File: config.mk
export PLATFORM = sky130hd
export DESIGN_NAME = ave8_level_mon
export DESIGN_NICKNAME = d
export VERILOG_FILES = /design/src/rtl/ave8_level_mon.sv
export SDC_FILE = /design/constraint.sdc
export NUM_CORES = 1
export LEC_CHECK = 0
export CAP_MARGIN = 30
export CORE_ASPECT_RATIO = 1.1
export CORE_MARGIN = 10
export CORE_UTILIZATION = 30
export CTS_BUF_LIST = sky130_fd_sc_hd__clkbuf_4
export DETAILED_ROUTE_END_ITERATION = 6
export GPL_TIMING_DRIVEN = 0
export PLACE_DENSITY = 0.45
export SLEW_MARGIN = 25
export SYNTH_ARGS = -nofsm -noshare
export SYNTH_HDL_FRONTEND = slang
export SYNTH_SLANG_ARGS = --single-unit
export TNS_END_PERCENT = 50
File: constraint.sdc
create_clock -name CLOCK -period 4.3 [get_ports CLOCK]
set_input_delay 0.43 -clock CLOCK [delete_from_list [all_inputs] [get_ports CLOCK]]
set_output_delay 0.43 -clock CLOCK [all_outputs]
set_load 0.01 [all_outputs]
File: src/rtl/ave8_level_mon.sv
// Level alarm for the 8-sample moving average: hysteresis, debounce and a
// one-entry RISE/FALL event buffer with sticky overflow.
module ave8_level_mon #(
    parameter logic [7:0] HI_TH    = 8'd200,
    parameter logic [7:0] LO_TH    = 8'd150,
    parameter int         DEBOUNCE = 3,
    parameter int         DUR_W    = 12
) (
    input  logic             CLOCK,
    input  logic             RESET,
    input  logic [7:0]       ave_in,
    input  logic             ave_vld,
    input  logic             evt_ready,
    output logic             alarm,
    output logic             evt_valid,
    output logic             evt_type,
    output logic [7:0]       evt_peak,
    output logic [DUR_W-1:0] evt_dur,
    output logic             ovf
);

    localparam logic [3:0]       DEB     = 4'(DEBOUNCE);
    localparam logic [DUR_W-1:0] DUR_MAX = '1;
    localparam logic [DUR_W-1:0] DUR_ONE = DUR_W'(1);

    typedef enum logic [1:0] {
        IDLE,
        ARM,
        ALARM,
        DISARM
    } state_t;

    state_t           state_q, state_d;
    logic [3:0]       cnt_q, cnt_d;
    logic [7:0]       peak_q, peak_d;
    logic [DUR_W-1:0] dur_q, dur_d;

    logic             gen;
    logic             gen_type;
    logic [7:0]       gen_peak;
    logic [DUR_W-1:0] gen_dur;
    logic             load;

    logic             is_hi;
    logic             is_lo;
    logic [3:0]       cnt_inc;
    logic [7:0]       peak_upd;
    logic [DUR_W-1:0] dur_upd;

    assign is_hi    = (ave_in >= HI_TH);
    assign is_lo    = (ave_in <= LO_TH);
    assign cnt_inc  = cnt_q + 4'd1;
    assign peak_upd = (ave_in > peak_q) ? ave_in : peak_q;
    assign dur_upd  = (dur_q == DUR_MAX) ? dur_q : dur_q + DUR_ONE;

    always_ff @(posedge CLOCK or posedge RESET) begin
        if (RESET) begin
            state_q <= IDLE;
            cnt_q   <= 4'd0;
            peak_q  <= 8'd0;
            dur_q   <= '0;
            alarm   <= 1'b0;
        end else begin
            state_q <= state_d;
            cnt_q   <= cnt_d;
            peak_q  <= peak_d;
            dur_q   <= dur_d;
            alarm   <= (state_d == ALARM) || (state_d == DISARM);
        end
    end

    always_comb begin
        state_d  = state_q;
        cnt_d    = cnt_q;
        peak_d   = peak_q;
        dur_d    = dur_q;
        gen      = 1'b0;
        gen_type = 1'b0;
        gen_peak = 8'd0;
        gen_dur  = '0;
        if (ave_vld) begin
            unique case (state_q)
                IDLE: begin
                    if (is_hi) begin
                        if (DEB == 4'd1) begin
                            state_d  = ALARM;
                            cnt_d    = 4'd0;
                            peak_d   = ave_in;
                            dur_d    = DUR_ONE;
                            gen      = 1'b1;
                            gen_peak = ave_in;
                        end else begin
                            state_d = ARM;
                            cnt_d   = 4'd1;
                        end
                    end
                end
                ARM: begin
                    if (!is_hi) begin
                        state_d = IDLE;
                        cnt_d   = 4'd0;
                    end else if (cnt_inc == DEB) begin
                        state_d  = ALARM;
                        cnt_d    = 4'd0;
                        peak_d   = ave_in;
                        dur_d    = DUR_ONE;
                        gen      = 1'b1;
                        gen_peak = ave_in;
                    end else begin
                        cnt_d = cnt_inc;
                    end
                end
                ALARM: begin
                    peak_d = peak_upd;
                    dur_d  = dur_upd;
                    if (!is_lo) begin
                        cnt_d = 4'd0;
                    end else if (DEB == 4'd1) begin
                        state_d  = IDLE;
                        cnt_d    = 4'd0;
                        gen      = 1'b1;
                        gen_type = 1'b1;
                        gen_peak = peak_upd;
                        gen_dur  = dur_upd;
                    end else begin
                        state_d = DISARM;
                        cnt_d   = 4'd1;
                    end
                end
                DISARM: begin
                    peak_d = peak_upd;
                    dur_d  = dur_upd;
                    if (!is_lo) begin
                        state_d = ALARM;
                        cnt_d   = 4'd0;
                    end else if (cnt_inc == DEB) begin
                        state_d  = IDLE;
                        cnt_d    = 4'd0;
                        gen      = 1'b1;
                        gen_type = 1'b1;
                        gen_peak = peak_upd;
                        gen_dur  = dur_upd;
                    end else begin
                        cnt_d = cnt_inc;
                    end
                end
                default: begin
                    state_d = IDLE;
                    cnt_d   = 4'd0;
                end
            endcase
        end
    end

    // A handshake in the same cycle frees the slot for the new record.
    assign load = gen && (!evt_valid || evt_ready);

    always_ff @(posedge CLOCK or posedge RESET) begin
        if (RESET) begin
            evt_valid <= 1'b0;
            evt_type  <= 1'b0;
            evt_peak  <= 8'd0;
            evt_dur   <= '0;
            ovf       <= 1'b0;
        end else if (load) begin
            evt_valid <= 1'b1;
            evt_type  <= gen_type;
            evt_peak  <= gen_peak;
            evt_dur   <= gen_dur;
        end else begin
            if (gen) begin
                ovf <= 1'b1;
            end
            if (evt_valid && evt_ready) begin
                evt_valid <= 1'b0;
            end
        end
    end

endmodule

# Word level (Yosys, flattened, before mapping)
# Index checks and enable logic that the tools add are counted.
# op_classes
mux	41
shifts	0
div	0
n_mul	0
n_reduce_logical	12
order_cmp	3
bitwise	1
n_eq_ne	10
add_sub_neg	2
# ops
operator	count
$mux W12	7
$mux W8	8
$pmux W8 S2	2
$pmux W12 S2	1
$mux W4	4
$pmux W4 S4	1
$mux W2	7
$add A12 B1 Y12 const B	1
$eq A12 B12 Y1 const B	1
$mux W1	9
$eq A2 B2 Y1 const B	4
$ge A8 B8 Y1 const B	1
$gt A8 B8 Y1	1
$le A8 B8 Y1 const B	1
$pmux W2 S4	1
$ne A2 B2 Y1 const B	3
$add A4 B1 Y4 const B	1
$eq A4 B2 Y1 const B	1
$reduce_and A2 Y1	2
$reduce_and A4 Y1	1
$reduce_bool A2 Y1	2
$eq A2 B1 Y1 const B	1
$logic_and A1 B1 Y1	2
$logic_not A2 Y1	1
5 further kinds	6
# totals
output_inout_bits	24
mem_count	0
ramBits	0
input_bits	12
romBits	0
regBits	50
wordCells	79
latch_bits	0

# Logic depth before layout (Yosys ltp)
# logic_depth
ltp_word	9
depth_mapped	8
ltp_nobuf	7

# Worst setup path before layout
# No wires, ideal clock.
# synth_path
path_type	input to register
startpoint	in ave_in[1]
endpoint	reg evt_peak[3]
arrival_ns	1.972
setup_ns	0.069
path_slack_ns	2.259
t_required_ns	4.231
cell_stages	7
n_path_buf	1
path_cell_list	ha_1 nor2b_1 o211a_1 o21a_1 clkbuf_1 or4_1 nand3_1
# synth_between
elab_chain_cells	6
word_cells_on_any_way	14
classes_between	order compare: 3; mux: 10; reduce/logical: 1
# synth_lines
element	line	text
start, declared	11	input logic [7:0] ave_in,
$gt A8 B8 Y1	53	assign peak_upd = (ave_in > peak_q) ? ave_in : peak_q;
$mux W8	53	
$mux W8	136	end else if (cnt_inc == DEB) begin
$mux W8	133	if (!is_lo) begin
$pmux W8 S2	82	unique case (state_q)
$mux W8	81	if (ave_vld) begin
end signal, assigned	168	evt_peak <= gen_peak;
end, declared	17	output logic [7:0] evt_peak,
# Parallel ways exist; a longest one is shown, timed or not.
# A chain may end at the register's enable or synchronous reset.

# Worst setup path after layout
# layout_path
startpoint	in ave_in[1]
endpoint	reg peak_q[5]
# layout_between
elab_chain_cells	3
word_cells_on_any_way	6
classes_between	order compare: 2; eq/ne: 1; mux: 2; reduce/logical: 1
# layout_lines
element	line	text
$ge A8 B8 Y1 or $gt A8 B8 Y1 (tied branches)	50, 53	
$ne A2 B2 Y1 (no line) or $mux W8 (tied branches)	-	
$reduce_and A4 Y1 (no line) or $pmux W8 S2 (tied branches)	-	
end signal, assigned	66	peak_q <= peak_d;
end, declared	35	logic [7:0] peak_q, peak_d;
# Parallel ways exist; a longest one is shown, timed or not.

==> Flow_metrics.wiki <==
{| class="wikitable"
! Metric !! Value
|-
| CP Data Arrival Time || between 2 and 3 ns
|-
| Final Setup Violations || 0
|-
| Final-report max-slew violation count || 0
|-
| Clock group share of total power || 0.240
|-
| Post-place setup slack || 1.26 ns
|-
| Via count || around 2900
|-
| Most instantiated flip-flop cell in the synthesis netlist || dfrtp_1
|-
| Share of synthesized flip-flops with an asynchronous set or reset || 1.00
|-
| Post-route minimum period || roughly 2.6 ns
|-
| Power share of the combinational group || 0.300
|-
| Number of synthesized flops with an enable pin || 0
|-
| Maximum number of pins on one net before global-route repair || 29
|-
| Drt first-iter violations || 150
|-
| Std cell rows || 39
|-
| Number of nets in the layout || 411
|-
| Final Hold Vio Count || 0
|-
| Post-Syn Area || 0.00319 mm²
|-
| Pwr dens || 329 mW/mm²
|-
| Max VDD drop || around 0.13 mV
|-
| Number of fill cells in the layout || around 1100
|-
| Horizontal die dimension || 118 µm
|-
| Grt total ovfl || 0
|-
| Height of the die || ~130 µm
|-
| Register area share after synthesis || 0.392
|-
| F_max || 0.379 GHz
|-
| Core area || between 0.01 and 0.015 mm²
|-
| Die ar. || around 0.015 mm²
|-
| I/O pin count || 36
|-
| Switching fraction of total power || 0.371
|-
| Initial core utilization || 0.307
|-
| Hold Slack || approximately 0.35 ns
|-
| Post-route clock period utilization || 0.614
|-
| Critical path launch point type || input pin
|-
| Diodes inserted || 0
|-
| Final Skew || ~0.015 ns
|-
| TritonCTS Buffers || 5
|-
| Path type of the worst setup path || in -> reg
|-
| Sort of element at the end of the critical path || register
|-
| Final design area excluding fillers || approximately 0.0038 mm²
|-
| Vias per cell || approximately 5.4
|-
| Flip-flop and latch count after synthesis || 50
|-
| Count of synthesis-stage warnings from yosys || 0
|-
| Post-route DRC || 0
|-
| Clk pin slew, worst setup/hold paths || between 0.15 and 0.2 ns
|-
| Setup repair after global routing missed its margin || no
|-
| Count of different cell masters after synthesis || between 60 and 70
|-
| Antenna Violating Nets Remaining || 0
|-
| Clock tree from TritonCTS || built
|-
| Maximum fanout along the worst path || 10
|-
| Layout overhead on the synthesized area || 19.8%
|-
| Path class of the lowest-slack min-delay path || in -> async
|-
| Leakage dissipation || between 1.5 and 2 nW
|-
| Hold Buf Count CTS || 0
|-
| Source-to-sink clock delay at the later pin of the worst-skew pair || about 0.39 ns
|-
| Antenna violations before repair || 0
|-
| Resized cells post-CTS || 0
|-
| Internal Power || between 0.7 and 0.8 mW
|-
| Depth of the CTS H-tree || 2
|-
| Outcome || finished clean
|-
| Worst slew pin tran || ~0.73 ns
|-
| Initial DRT Pass Iterations || 4
|-
| Clock Sinks || 50
|-
| Data required time at the worst endpoint || ~4.6 ns
|-
| Overall Global Routing Usage || 0.133
|-
| Fraction of layout cells with a size suffix above 1 || 0.103
|-
| Vias in the first global route || a little over 3000
|-
| Global-route wire length before repair || around 17000 µm
|-
| Sum Neg Setup Slack || 0 ns
|-
| Mapped Nets || 368
|-
| Sequential share of power || 0.460
|-
| Half-perimeter wire length after placement || ~7400 µm
|-
| Final wirelength || between 9000 and 10000 µm
|-
| Count of buffers inserted at the top-level ports || 35
|-
| Average size of a mapped cell || about 9.3 µm²
|-
| P_sw || ~0.47 mW
|-
| Count of buffers added by post-CTS timing repair for setup || 0
|-
| # Max-Cap Violations || 0
|-
| Final weighted congestion of routability-driven global placement || ~0.85
|-
| Number of standard cells after synthesis || around 350
|-
| Maximum number of buffers from clock root to sink || 2
|-
| Relative slew slack || 0.513
|-
| Library cell used as clock root buffer || clkbuf_4
|-
| Routed wirelength normalized by instance count || around 19 µm
|-
| Instance area after placement || about 0.0037 mm²
|-
| Slack of the critical path || approximately 1.7 ns
|}
placed cells by master, fill, tap and decap left out, types with 4 or more instances in the layout:
| master | n |
|---|---|
| nand3_1 | 39 |
| a22o_1 | 9 |
| ha_1 | 11 |
| xor2_1 | 4 |
| o31ai_1 | 10 |
| a31oi_1 | 5 |
| clkdlybuf4s50_1 | 35 |
| buf_2 | 7 |
| a21oi_1 | 12 |
| o2bb2ai_1 | 6 |
| clkbuf_4 | 5 |
| nor2_1 | 12 |
| o32ai_1 | 7 |
| a211o_1 | 6 |
| a211oi_1 | 4 |
| dfrtp_1 | 50 |
| nand2_1 | 16 |
| inv_1 | 22 |
| and3_1 | 9 |
| nor4_1 | 6 |
| o21ai_0 | 16 |
| nor3_1 | 12 |
| nand4_1 | 4 |
| clkbuf_1 | 8 |
| or4_1 | 6 |
Yosys cell counts, types with 3 or more instances:
library cell,count,area share
o2bb2ai_1,6,0.016
a21o_1,3,0.0071
a211oi_1,4,0.0094
or4_1,6,0.014
a211o_1,6,0.016
inv_1,23,0.027
o32ai_1,7,0.019
buf_6,3,0.011
ha_1,11,0.043
o31ai_1,10,0.024
nor4_1,6,0.012
and3_1,9,0.018
buf_2,7,0.011
o21ai_0,16,0.025
clkbuf_1,8,0.0094
nand4_1,4,0.0078
nor2_1,12,0.014
dfrtp_1,50,0.39
nand3_1,39,0.061
a22o_1,9,0.025
nor3_1,12,0.019
nand2_1,16,0.019
o21a_1,3,0.0071
xor2_1,4,0.011
a31oi_1,5,0.0098
a21oi_1,12,0.019
worst max-delay path: stages:
cell             delay [ns]
clkdlybuf4s50_1        0.51
ha_1                   0.35
nor2b_1                0.13
o211a_1                0.21
o21a_1                 0.23
clkbuf_1               0.24
nor3_1                 0.62
o32ai_1                0.17
cell families after synthesis:
family	count (synthesis)	synth area share
and+or+nand+nor	122	0.216
AOI/OAI and AO/OA	111	0.266
DFF	50	0.392
buffers and inverters	44	0.0631
adders and majority gates	11	0.0431
xor gates and xnor gates	6	0.0165
muxes	1	0.00353
layout make-up:
type / count / area, µm² / share of cell area
Buffer: 21 / 115 / 0.0301
Clock buffer: 5 / 37.5 / 0.00981
Clock inverter: 3 / 43.8 / 0.0114
Inverter: 23 / 88.8 / 0.0232
Multi-Input combinational cell: 251 / 1740 / 0.455
Sequential cell: 50 / 1250 / 0.327
Tap cell: 143 / 179 / 0.0468
Timing Repair Buffer: 36 / 370 / 0.0968
stage by stage:
| step | utilization | cells | power (mW) |
|---|---|---|---|
| after global routing | 0.368 | 532 | 1.34 |
| after detailed placement | 0.360 | 524 | 0.963 |
| final | 0.368 | 532 | 1.26 |
| after floorplan | - | 345 | 0.836 |
| after CTS | 0.368 | 532 | 1.26 |
| after global placement | 0.358 | 523 | 0.956 |
worst paths after layout:
check	cells past startpoint	start	slack, ns	end
max	8	ave_in[1]	1.66	peak_q[5]
min	2	RESET	0.35	dur_q[10]
max reg2reg	8	peak_q[1]	1.83	peak_q[5]
min reg2reg	2	ovf	0.50	ovf
max in group asynchronous	3	RESET	3.49	state_q[0]
min in group CLOCK	2	ovf	0.50	ovf
power groups by stage:
stage                     combinational, mW  sequential, mW  clock [mW]
after floorplan                       0.268           0.568           0
after global placement                0.370           0.586           0
after detailed placement              0.376           0.587           0
after CTS                             0.378           0.577       0.309
after global routing                  0.424           0.588       0.326
final                                 0.377           0.579       0.301
registers in the layout (all words and copies together) (netlist names):
| signal | count |
|---|---|
| evt_type | 1 |
| ovf | 1 |
| alarm | 1 |
| evt_peak | 8 |
| evt_dur | 12 |
| peak_q | 8 |
| evt_valid | 1 |
| dur_q | 12 |
| cnt_q | 4 |
| state_q | 2 |
layer usage:
metal / GRT usage / routed length (µm)
met2: 0.233 / 4850
met3: 0.0260 / 391
met4: 0.0298 / 144
met1: 0.164 / 4580
met5: 0 / 0
Power figures use the tool's default switching activity.
